**src/rtl/jalu_pkg.sv**
```systemverilog
// ---------------------------------------------------------------------------
// jalu_pkg
// Shared definitions for the 8-bit ALU and the blocks that sequence it.
//   - ALU op-select codes (3 bits) as driven on balu_op.
//   - WIDTH: the ALU / operand width.
//   - State encoding for the jmul_seq shift-and-add controller.
// ---------------------------------------------------------------------------
package jalu_pkg;

    localparam int WIDTH = 8;

    // ALU op-select codes
    localparam logic [2:0] OP_ADD = 3'd0;
    localparam logic [2:0] OP_SHR = 3'd1;
    localparam logic [2:0] OP_SHL = 3'd2;
    localparam logic [2:0] OP_NOT = 3'd3;
    localparam logic [2:0] OP_AND = 3'd4;
    localparam logic [2:0] OP_OR  = 3'd5;
    localparam logic [2:0] OP_XOR = 3'd6;

    // jmul_seq controller states
    typedef logic [2:0] jmul_state_t;

    localparam jmul_state_t ST_IDLE = 3'd0;
    localparam jmul_state_t ST_ADD  = 3'd1;
    localparam jmul_state_t ST_SHH  = 3'd2;
    localparam jmul_state_t ST_SHL  = 3'd3;
    localparam jmul_state_t ST_DONE = 3'd4;

endpackage

```
**src/rtl/jmul_seq.sv**
```systemverilog
// ---------------------------------------------------------------------------
// jmul_seq
// Multi-cycle 8x8 unsigned shift-and-add multiplier controller. It owns no
// arithmetic: each step drives the external combinational ALU (ADD or SHR)
// and captures its result at the next clock edge. One multiply iteration is
// three states (ADD, SHH, SHL); eight iterations give the 16-bit product in
// {bphi, bplo}.
//
// Handshake: wstart is only looked at while wready=1 (state IDLE). An
// accepted start latches bmcand/bmplier. wdone is a one-cycle pulse while the
// final product is held in {bphi, bplo}; the product stays there until the
// next accepted start.
//
// Ports:
//   wclk, wrst_n      clock (rising edge), async active-low reset
//   wstart            start request
//   bmcand, bmplier   operands, latched on accepted start
//   wready, wdone     idle flag, product-valid pulse
//   bphi, bplo        product high / low byte
//   balu_a, balu_b    ALU operands
//   walu_ci, balu_op  ALU carry-in and op select
//   balu_c, walu_co   ALU result and carry-out
//
// Optional build macro:
//   JMUL_EARLY_EXIT_EN  a start with either operand zero skips the iteration
//                       sequence and goes straight to DONE with a zero
//                       product; no ALU ops are issued for it.
// ---------------------------------------------------------------------------
module jmul_seq
    import jalu_pkg::*;
#(
    parameter int WIDTH = jalu_pkg::WIDTH
) (
    input  logic       wclk,
    input  logic       wrst_n,
    input  logic       wstart,
    input  logic [7:0] bmcand,
    input  logic [7:0] bmplier,
    output logic       wready,
    output logic       wdone,
    output logic [7:0] bphi,
    output logic [7:0] bplo,
    output logic [7:0] balu_a,
    output logic [7:0] balu_b,
    output logic       walu_ci,
    output logic [2:0] balu_op,
    input  logic [7:0] balu_c,
    input  logic       walu_co
);

    localparam int ITER = WIDTH;
    localparam int CW   = $clog2(ITER);

    generate
        if (WIDTH != 8) begin : g_width_check
            $error("jmul_seq: only WIDTH=8 is supported");
        end
    endgenerate

    jmul_state_t   state;
    logic [7:0]    mcand;
    logic          c;       // carry between ADD -> SHH -> SHL
    logic [CW-1:0] cnt;
    logic          skip;    // accepted start needs no iterations

`ifdef JMUL_EARLY_EXIT_EN
    assign skip = (bmcand == 8'd0) || (bmplier == 8'd0);
`else
    assign skip = 1'b0;
`endif

    // -----------------------------------------------------------------------
    // Sequencing and partial-product registers
    // -----------------------------------------------------------------------
    always_ff @(posedge wclk or negedge wrst_n) begin
        if (!wrst_n) begin
            state <= ST_IDLE;
            mcand <= 8'd0;
            c     <= 1'b0;
            cnt   <= '0;
            bphi  <= 8'd0;
            bplo  <= 8'd0;
        end else begin
            case (state)
                ST_IDLE: begin
                    if (wstart) begin
                        mcand <= bmcand;
                        bphi  <= 8'd0;
                        cnt   <= '0;
                        c     <= 1'b0;
                        if (skip) begin
                            bplo  <= 8'd0;
                            state <= ST_DONE;
                        end else begin
                            // multiplier sits in the low byte and is consumed
                            // LSB-first as the product shifts in from above
                            bplo  <= bmplier;
                            state <= ST_ADD;
                        end
                    end
                end
                ST_ADD: begin
                    // the 9th bit of the sum is kept so the following SHR
                    // brings it back in as the new MSB
                    if (bplo[0]) begin
                        bphi <= balu_c;
                        c    <= walu_co;
                    end else begin
                        c    <= 1'b0;
                    end
                    state <= ST_SHH;
                end
                ST_SHH: begin
                    bphi  <= balu_c;
                    c     <= walu_co;   // bit shifted out of the high byte
                    state <= ST_SHL;
                end
                ST_SHL: begin
                    bplo <= balu_c;
                    cnt  <= cnt + 1'b1;
                    if (cnt == CW'(ITER - 1)) begin
                        state <= ST_DONE;
                    end else begin
                        state <= ST_ADD;
                    end
                end
                ST_DONE: begin
                    state <= ST_IDLE;
                end
                default: begin
                    state <= ST_IDLE;
                end
            endcase
        end
    end

    // -----------------------------------------------------------------------
    // Handshake and ALU drive, decoded from the current state
    // -----------------------------------------------------------------------
    always_comb begin
        wready  = (state == ST_IDLE);
        wdone   = (state == ST_DONE);
        balu_a  = 8'd0;
        balu_b  = 8'd0;
        walu_ci = 1'b0;
        balu_op = OP_ADD;
        case (state)
            ST_ADD: begin
                balu_a  = bphi;
                balu_b  = mcand;
                walu_ci = 1'b0;
                balu_op = OP_ADD;
            end
            ST_SHH: begin
                balu_a  = bphi;
                walu_ci = c;
                balu_op = OP_SHR;
            end
            ST_SHL: begin
                balu_a  = bplo;
                walu_ci = c;
                balu_op = OP_SHR;
            end
            default: begin
            end
        endcase
    end

endmodule

```
**config.mk**
```make
export PLATFORM = sky130hd
export DESIGN_NAME = jmul_seq
export DESIGN_NICKNAME = d
export VERILOG_FILES = /design/src/rtl/jalu_pkg.sv /design/src/rtl/jmul_seq.sv
export SDC_FILE = /design/constraint.sdc
export NUM_CORES = 1
export LEC_CHECK = 0
export CAP_MARGIN = 5
export CORE_UTILIZATION = 32
export DETAILED_ROUTE_END_ITERATION = 10
export PLACE_DENSITY = 0.7
export SLEW_MARGIN = 15
export SYNTH_ARGS = -nofsm -noshare
export SYNTH_HDL_FRONTEND = slang
export SYNTH_SLANG_ARGS = --single-unit
```
**constraint.sdc**
```tcl
create_clock -name wclk -period 1.6 [get_ports wclk]
set_input_delay 0.4 -clock wclk [delete_from_list [all_inputs] [get_ports wclk]]
set_output_delay 0.4 -clock wclk [all_outputs]
set_load 0.02 [all_outputs]
```
==> metrics.yaml, run 1 <==
wl_per_cell_um: 14.4
cts_tree: "yes"
vias: 1468
dieArea_mm2: 0.00533
startpoint_type: "flip-flop"
r2r_end: "mcand[7]$_DFFE_PN0P_"
nNetsFinal: 281
htreeDepth: 2
synth_area_leader_cell: "dfrtp_1"
synth_area_leaders: "dfrtp_1 48%, mux2i_1 9.9%, mux2_2 6.3%"
start_util: 0.337
drc_errors: 0
die_x_um: 73.0
power_density_mw_per_mm2: 2230
dpl.hpwl_mm: 3.17
synth_top_area_frac: 0.481
utilization: 0.628
cts_buffers: 5
reg2reg_from: "state[1]$_DFFE_PN0P_"
arrival_ns: 1.54
post-place-ws_ns: -0.492
grt_pass1_wl_mm: 6.96
postSynthCellCount: 142
drv_cap: 0
synth_edf_count: 0
path_class: "flip-flop to output port"
worstRegToRegCells: 7
yosys-top-cells-count: "31 x dfrtp_1, 16 x mux2i_1, 10 x a22o_1, 10 x and2_1, 10 x inv_1"
hold_violations: 0
num_antenna_cells: 0
ys_async_sr_fraction: 1.00
synth_most_common_cell: "dfrtp_1"
port_buffers: 63
drv_slew: 0
required_ns: 1.20
total_power_w: 0.00672
clock_latency_ns: 0.28
violations: "negative setup slack"
layout-drive-gt1-share: 0.524
tns_ns: -9.34
rsz0062_at_grt: "true"
first_pass_iters: 4
vdd_drop_max_mv: 1.34
min_period_ns: 1.94
fin_crit_sh: 1.21
track_usage: 0.174
ys_seq_area_frac: 0.481
leakagePower_nw: 1.43
synth_cell_type_count: 30
grt-ovfl-total: 0
crit_fanout: 4
clock_sinks: 31
rows: 25
vias_per_cell: 4.60
grt_antenna_before_repair: 0
status: "finished with violations"
ys.flop_type: "dfrtp_1"
gp_congestion: 0.730
io_pins: 66
critPathCaptureType: "output port"
area.growth.synth_to_final_pct: 86.4
r2r_slack_ns: -0.23
clockRootBuffer: "clkbuf_8"
yosysWarnings: 0
detail-route-antenna-nets: 0
clock.fmax_mhz: 515
holdBufCountCts: 0
grt_start_max_net_pins: 12
setup_slack_ns: -0.342
avgSynthCellArea_um2: 11.4
drt_iter0_markers: 63
skew_ns: 0.00548
wirelength_mm: 4.60
clk_pin_slew_ns: 0.07
grt_pass1_vias: 1460
clk_path_buf_depth: 2
synth_area_mm2: 0.00161
ys_ff_latch: 31
hold_path.class: "input port to async pin"
die_h_um: 73.0
setup_viol: 39
coreArea_mm2: 0.00479
[power by group]
group          total, W  switching [W]  internal [W]
Sequential      0.00146       0.000299       0.00116
Combinational   0.00458        0.00203       0.00254
Clock          0.000683       0.000293      0.000391
Total           0.00672        0.00262       0.00409
[cells by family (layout without fill, tap and decap cells)]
| family | count (synthesis) | in the layout | share of synthesized area |
|---|---|---|---|
| buf+inv | 21 | 130 | 0.0745 |
| other cells | 1 | 2 | 0.00233 |
| xor+xnor | 1 | 1 | 0.00543 |
| flops | 31 | 31 | 0.481 |
| mux | 25 | 25 | 0.162 |
| fa+ha+maj | 2 | 2 | 0.0155 |
| simple gates | 36 | 36 | 0.131 |
| compound gates | 25 | 25 | 0.128 |
[per-stage QoR]
stage          hold WS, ns  instances  cell area, µm²
3_3_place_gp         0.459        295            2580
3_5_place_dp         0.466        295            2580
4_1_cts              0.386        306            2710
5_1_grt              0.394        319            3010
6_report             0.385        319            3010
2_1_floorplan        0.104        143            1710
[per-layer routing]
metal | wire (µm) | GRT usage
met5 | 0 | 0
met4 | 53 | 0.0654
met3 | 250 | 0.0345
met2 | 2330 | 0.290
met1 | 1960 | 0.224
[timing repair]
item                                    CTS  global route
buffers inserted                          3            12
endpoints found under the setup margin   37            41
gates resized for setup                 137            55
cloned                                    0             1
pin swaps                                 2             6
[worst max-delay path by stage]
| stage | startpoint | endpoint | slack (ns) | depth (start not counted) |
|---|---|---|---|---|
| 4_1_cts | state[0]$_DFFE_PN0P_ | balu_a[1] | -0.33 | 5 |
| 5_1_grt | state[0]$_DFFE_PN0P_ | balu_a[5] | -0.40 | 5 |
| 3_3_place_gp | state[1]$_DFFE_PN0P_ | balu_a[0] | -0.47 | 5 |
| 3_5_place_dp | state[1]$_DFFE_PN0P_ | balu_a[1] | -0.49 | 5 |
| 6_report | state[0]$_DFFE_PN0P_ | balu_a[1] | -0.34 | 5 |
| 2_1_floorplan | state[0]$_DFFE_PN0P_ | mcand[5]$_DFFE_PN0P_ | -0.05 | 4 |
[registers in the layout, indices dropped and copies added (netlist names)]
register / flops
bphi: 8
bplo: 8
c: 1
cnt: 3
mcand: 8
state: 3
[worst max-delay path, stage by stage, from the launching register on]
cell and delay, ns:
dfrtp_2 0.44, xor2_2 0.18, and2_4 0.15, buf_6 0.13, a22o_4 0.24, buf_6 0.13
[layout by cell type (no fill, tap or decap), drive strengths merged]
cell	instances
nor2	2
buf	69
a22o	10
nand2b	1
and3b	1
nand3	8
mux2	9
clkinvlp	1
dlygate4sd2	16
a32o	1
o31ai	1
inv	10
conb	2
a21oi	3
dfrtp	31
o21ai	9
and3	2
and2	10
xor2	1
clkdlybuf4s50	27
nand2	8
clkbuf	7
nand3b	1
ha	2
nor4b	1
mux2i	16
nor3	2
o21bai	1
[layout make-up]
type	instances	area (µm²)
clock buffer	7	96.3
clock inverter	1	7.51
multi-input combinational	91	936
inverter	10	40.0
timing repair buffer	112	1060
fill	408	1780
sequential	31	778
tap	67	83.8
Power figures use the tool's default switching activity.
==> run 2: changes to the inputs <==
--- a/config.mk
+++ b/config.mk
@@ -6,9 +6,9 @@
 export NUM_CORES = 1
 export LEC_CHECK = 0
 export CAP_MARGIN = 5
-export CORE_UTILIZATION = 32
+export CORE_UTILIZATION = 38
 export DETAILED_ROUTE_END_ITERATION = 10
-export PLACE_DENSITY = 0.7
+export PLACE_DENSITY = 0.8
 export SLEW_MARGIN = 15
 export SYNTH_ARGS = -nofsm -noshare
 export SYNTH_HDL_FRONTEND = slang
==> run 2 against run 1 <==
Compared with the run above:
- the flow still finishes with violations (negative setup slack)
- sequential cell count unchanged
- register-to-register slack better by 0.03 ns
- die area decreased by 15%
- final area decreased by 0.33%
- wire length is 1.2% higher
- hold slack better by 0.10 ns
- non-clock buffer count decreased by 3
- global-route usage grew 4.0 points
- maximum frequency shrank 0.35%
- core utilization is 12 points higher
- sequential share of layout area up 0.086 points
- via count rose by 0.61%
==> metrics.yaml, run 2 (same netlist as run 1, synthesis figures left out) <==
dieArea_mm2: 0.00451  # -15%
seq_power_share: 0.212  # -0.005
num_antenna_cells: 0  # unchanged
critPathCaptureType: "output port"
placed_area_mm2: 0.00262  # +1.4%
vias: 1477  # +0.61%
regArea_um2: 778  # unchanged
setup_slack_ns: -0.349  # -0.00683 ns
wirelength_mm: 4.66  # +1.2%
rows: 23  # -8.0%
leakagePower_nw: 1.42  # -0.16%
clock_latency_ns: 0.28  # about the same
io_pins: 66  # unchanged
required_ns: 1.20  # about the same
track_usage: 0.214  # +0.0399
grt_start_max_net_pins: 32  # +20
arrival_ns: 1.55  # about the same
hold_path.class: "input port to async pin"
final_cell_area_mm2: 0.00300  # -0.33%
p_switching_w: 0.00271  # +3.2%
port_buffers: 63  # unchanged
drc_errors: 0  # unchanged
clock_sinks: 31  # unchanged
comb_power_share: 0.691  # +0.010
p_int_w: 0.00422  # +3.1%
layout-drive-gt1-share: 0.518  # -0.00574
coreArea_mm2: 0.00403  # -16%
layout_common_cells: "33 x buf_4, 29 x dfrtp_1, 27 x clkdlybuf4s50_1, 27 x buf_6, 15 x dlygate4sd2_1"
violations: "negative setup slack"
drv_cap: 0  # unchanged
area.growth.synth_to_final_pct: 85.8
die_x_um: 67.1  # -8.0%
swShare: 0.391  # about the same
path_class: "flip-flop to output port"
drv_slew: 0  # unchanged
drt_iter0_markers: 77  # +22%
multiInputGateArea_um2: 942  # +0.67%
crit_fanout: 6  # +2
min_period_ns: 1.95  # +0.00683 ns
clockRootBuffer: "clkbuf_8"
cts_buffers: 5  # unchanged
htreeDepth: 2  # unchanged
clockPowerShare: 0.097  # -0.005
dpl.hpwl_mm: 2.98  # -6.1%
grt_pass1_vias: 1490  # +2.1%
tns_ns: -9.67  # -0.330 ns
clock.fmax_mhz: 513  # -0.35%
grt_antenna_before_repair: 0  # unchanged
vdd_drop_max_mv: 1.36  # +1.3%
clk_path_buf_depth: 2  # unchanged
post-place-ws_ns: -0.477  # +0.0152 ns
startpoint_type: "flip-flop"
nNetsFinal: 278  # -1.1%
final_common_cell: "buf_4"
grt_pass1_wl_mm: 7.02  # +0.99%
detail-route-antenna-nets: 0  # unchanged
grt-ovfl-total: 0  # unchanged
clk_pin_slew_ns: 0.07  # about the same
vias_per_cell: 4.94  # +7.3%
utilization: 0.744  # +0.116
wl_per_cell_um: 15.6  # +8.0%
hold_violations: 0  # unchanged
gp_congestion: 0.823  # +13%
status: "finished with violations"
start_util: 0.400  # +0.0633
setup_viol: 46  # +18%
fin_crit_sh: 1.22  # +0.00427
skew_ns: 0.00528  # -0.000201 ns
rsz0062_at_grt: "true"
power_density_mw_per_mm2: 2310  # +3.5%
die_h_um: 67.1  # -8.0%
top_regs: "bphi: 8 flops, bplo: 8 flops, mcand: 8 flops"
nFillCells: 289  # -29%
cts_tree: "yes"
hold_ws_ns: 0.487  # +0.102 ns
first_pass_iters: 4  # unchanged
[run 2: cell types whose count changed in the layout (fill, tap and decap cells not counted), sizes merged]
cell,previous run,this run
dlygate4sd2,16,15
clkinvlp,1,0
clkdlybuf4s15,0,1
buf,69,66
clkbuf,7,8
[run 2: worst paths after layout]
check | startpoint | to | slack [ns] | cells after the start
hold reg to reg | c$_DFFE_PN0P_ | c$_DFFE_PN0P_ | 0.51 | 1
max in group asynchronous | wrst_n | bplo[0]$_DFFE_PN0P_ | 0.93 | 2
hold / removal | wrst_n | mcand[2]$_DFFE_PN0P_ | 0.49 | 2
min in group wclk | c$_DFFE_PN0P_ | c$_DFFE_PN0P_ | 0.51 | 1
setup reg to reg | state[1]$_DFFE_PN0P_ | bplo[6]$_DFFE_PN0P_ | -0.20 | 8
setup / recovery | state[1]$_DFFE_PN0P_ | balu_a[7] | -0.35 | 5
[run 2: power by group through the flow]
stage,clock (W),sequential (W),combinational [W]
floorplan,0,0.00163,0.00210
global placement,0,0.00142,0.00399
detailed placement,0,0.00143,0.00408
CTS,0.000683,0.00144,0.00446
global route,0.000723,0.00151,0.00507
finish,0.000672,0.00147,0.00478
[run 2: per-stage QoR]
| step | cells | total power (W) |
|---|---|---|
| floorplan | 143 | 0.00373 |
| global placement | 279 | 0.00541 |
| detailed placement | 279 | 0.00550 |
| CTS | 291 | 0.00658 |
| global route | 299 | 0.00730 |
| finish | 299 | 0.00693 |
[run 2: final cells by class]
| type | count | share of cell area |
|---|---|---|
| Timing Repair Buffer | 109 | 0.358 |
| Sequential cell | 31 | 0.260 |
| Clock buffer | 8 | 0.0334 |
| Tap cell | 50 | 0.0209 |
| Inverter | 10 | 0.0134 |
| Multi-Input combinational cell | 91 | 0.314 |
[run 2: what timing repair did]
action / 4_1_cts / 5_1_grt
endpoints found under the setup margin: 51 / 47
hold buffers: 0 / 0
pin swaps: 9 / 3
setup buffers: 4 / 10
resized for setup: 172 / 18
[run 2: critical path: stages, from the launching register on]
cell and delay, ns:
dfrtp_2 0.43, xor2_2 0.18, and2_4 0.16, buf_8 0.13, a22o_4 0.24, buf_6 0.13
[run 2: routing by layer]
| metal | GRT usage | up-vias | share of wire |
|---|---|---|---|
| met5 | 0 | - | 0 |
| met2 | 0.363 | 61 | 0.51 |
| met4 | 0.0851 | 0 | 0.019 |
| met3 | 0.0642 | 9 | 0.068 |
| met1 | 0.253 | 706 | 0.41 |
| li1 | - | 701 | - |
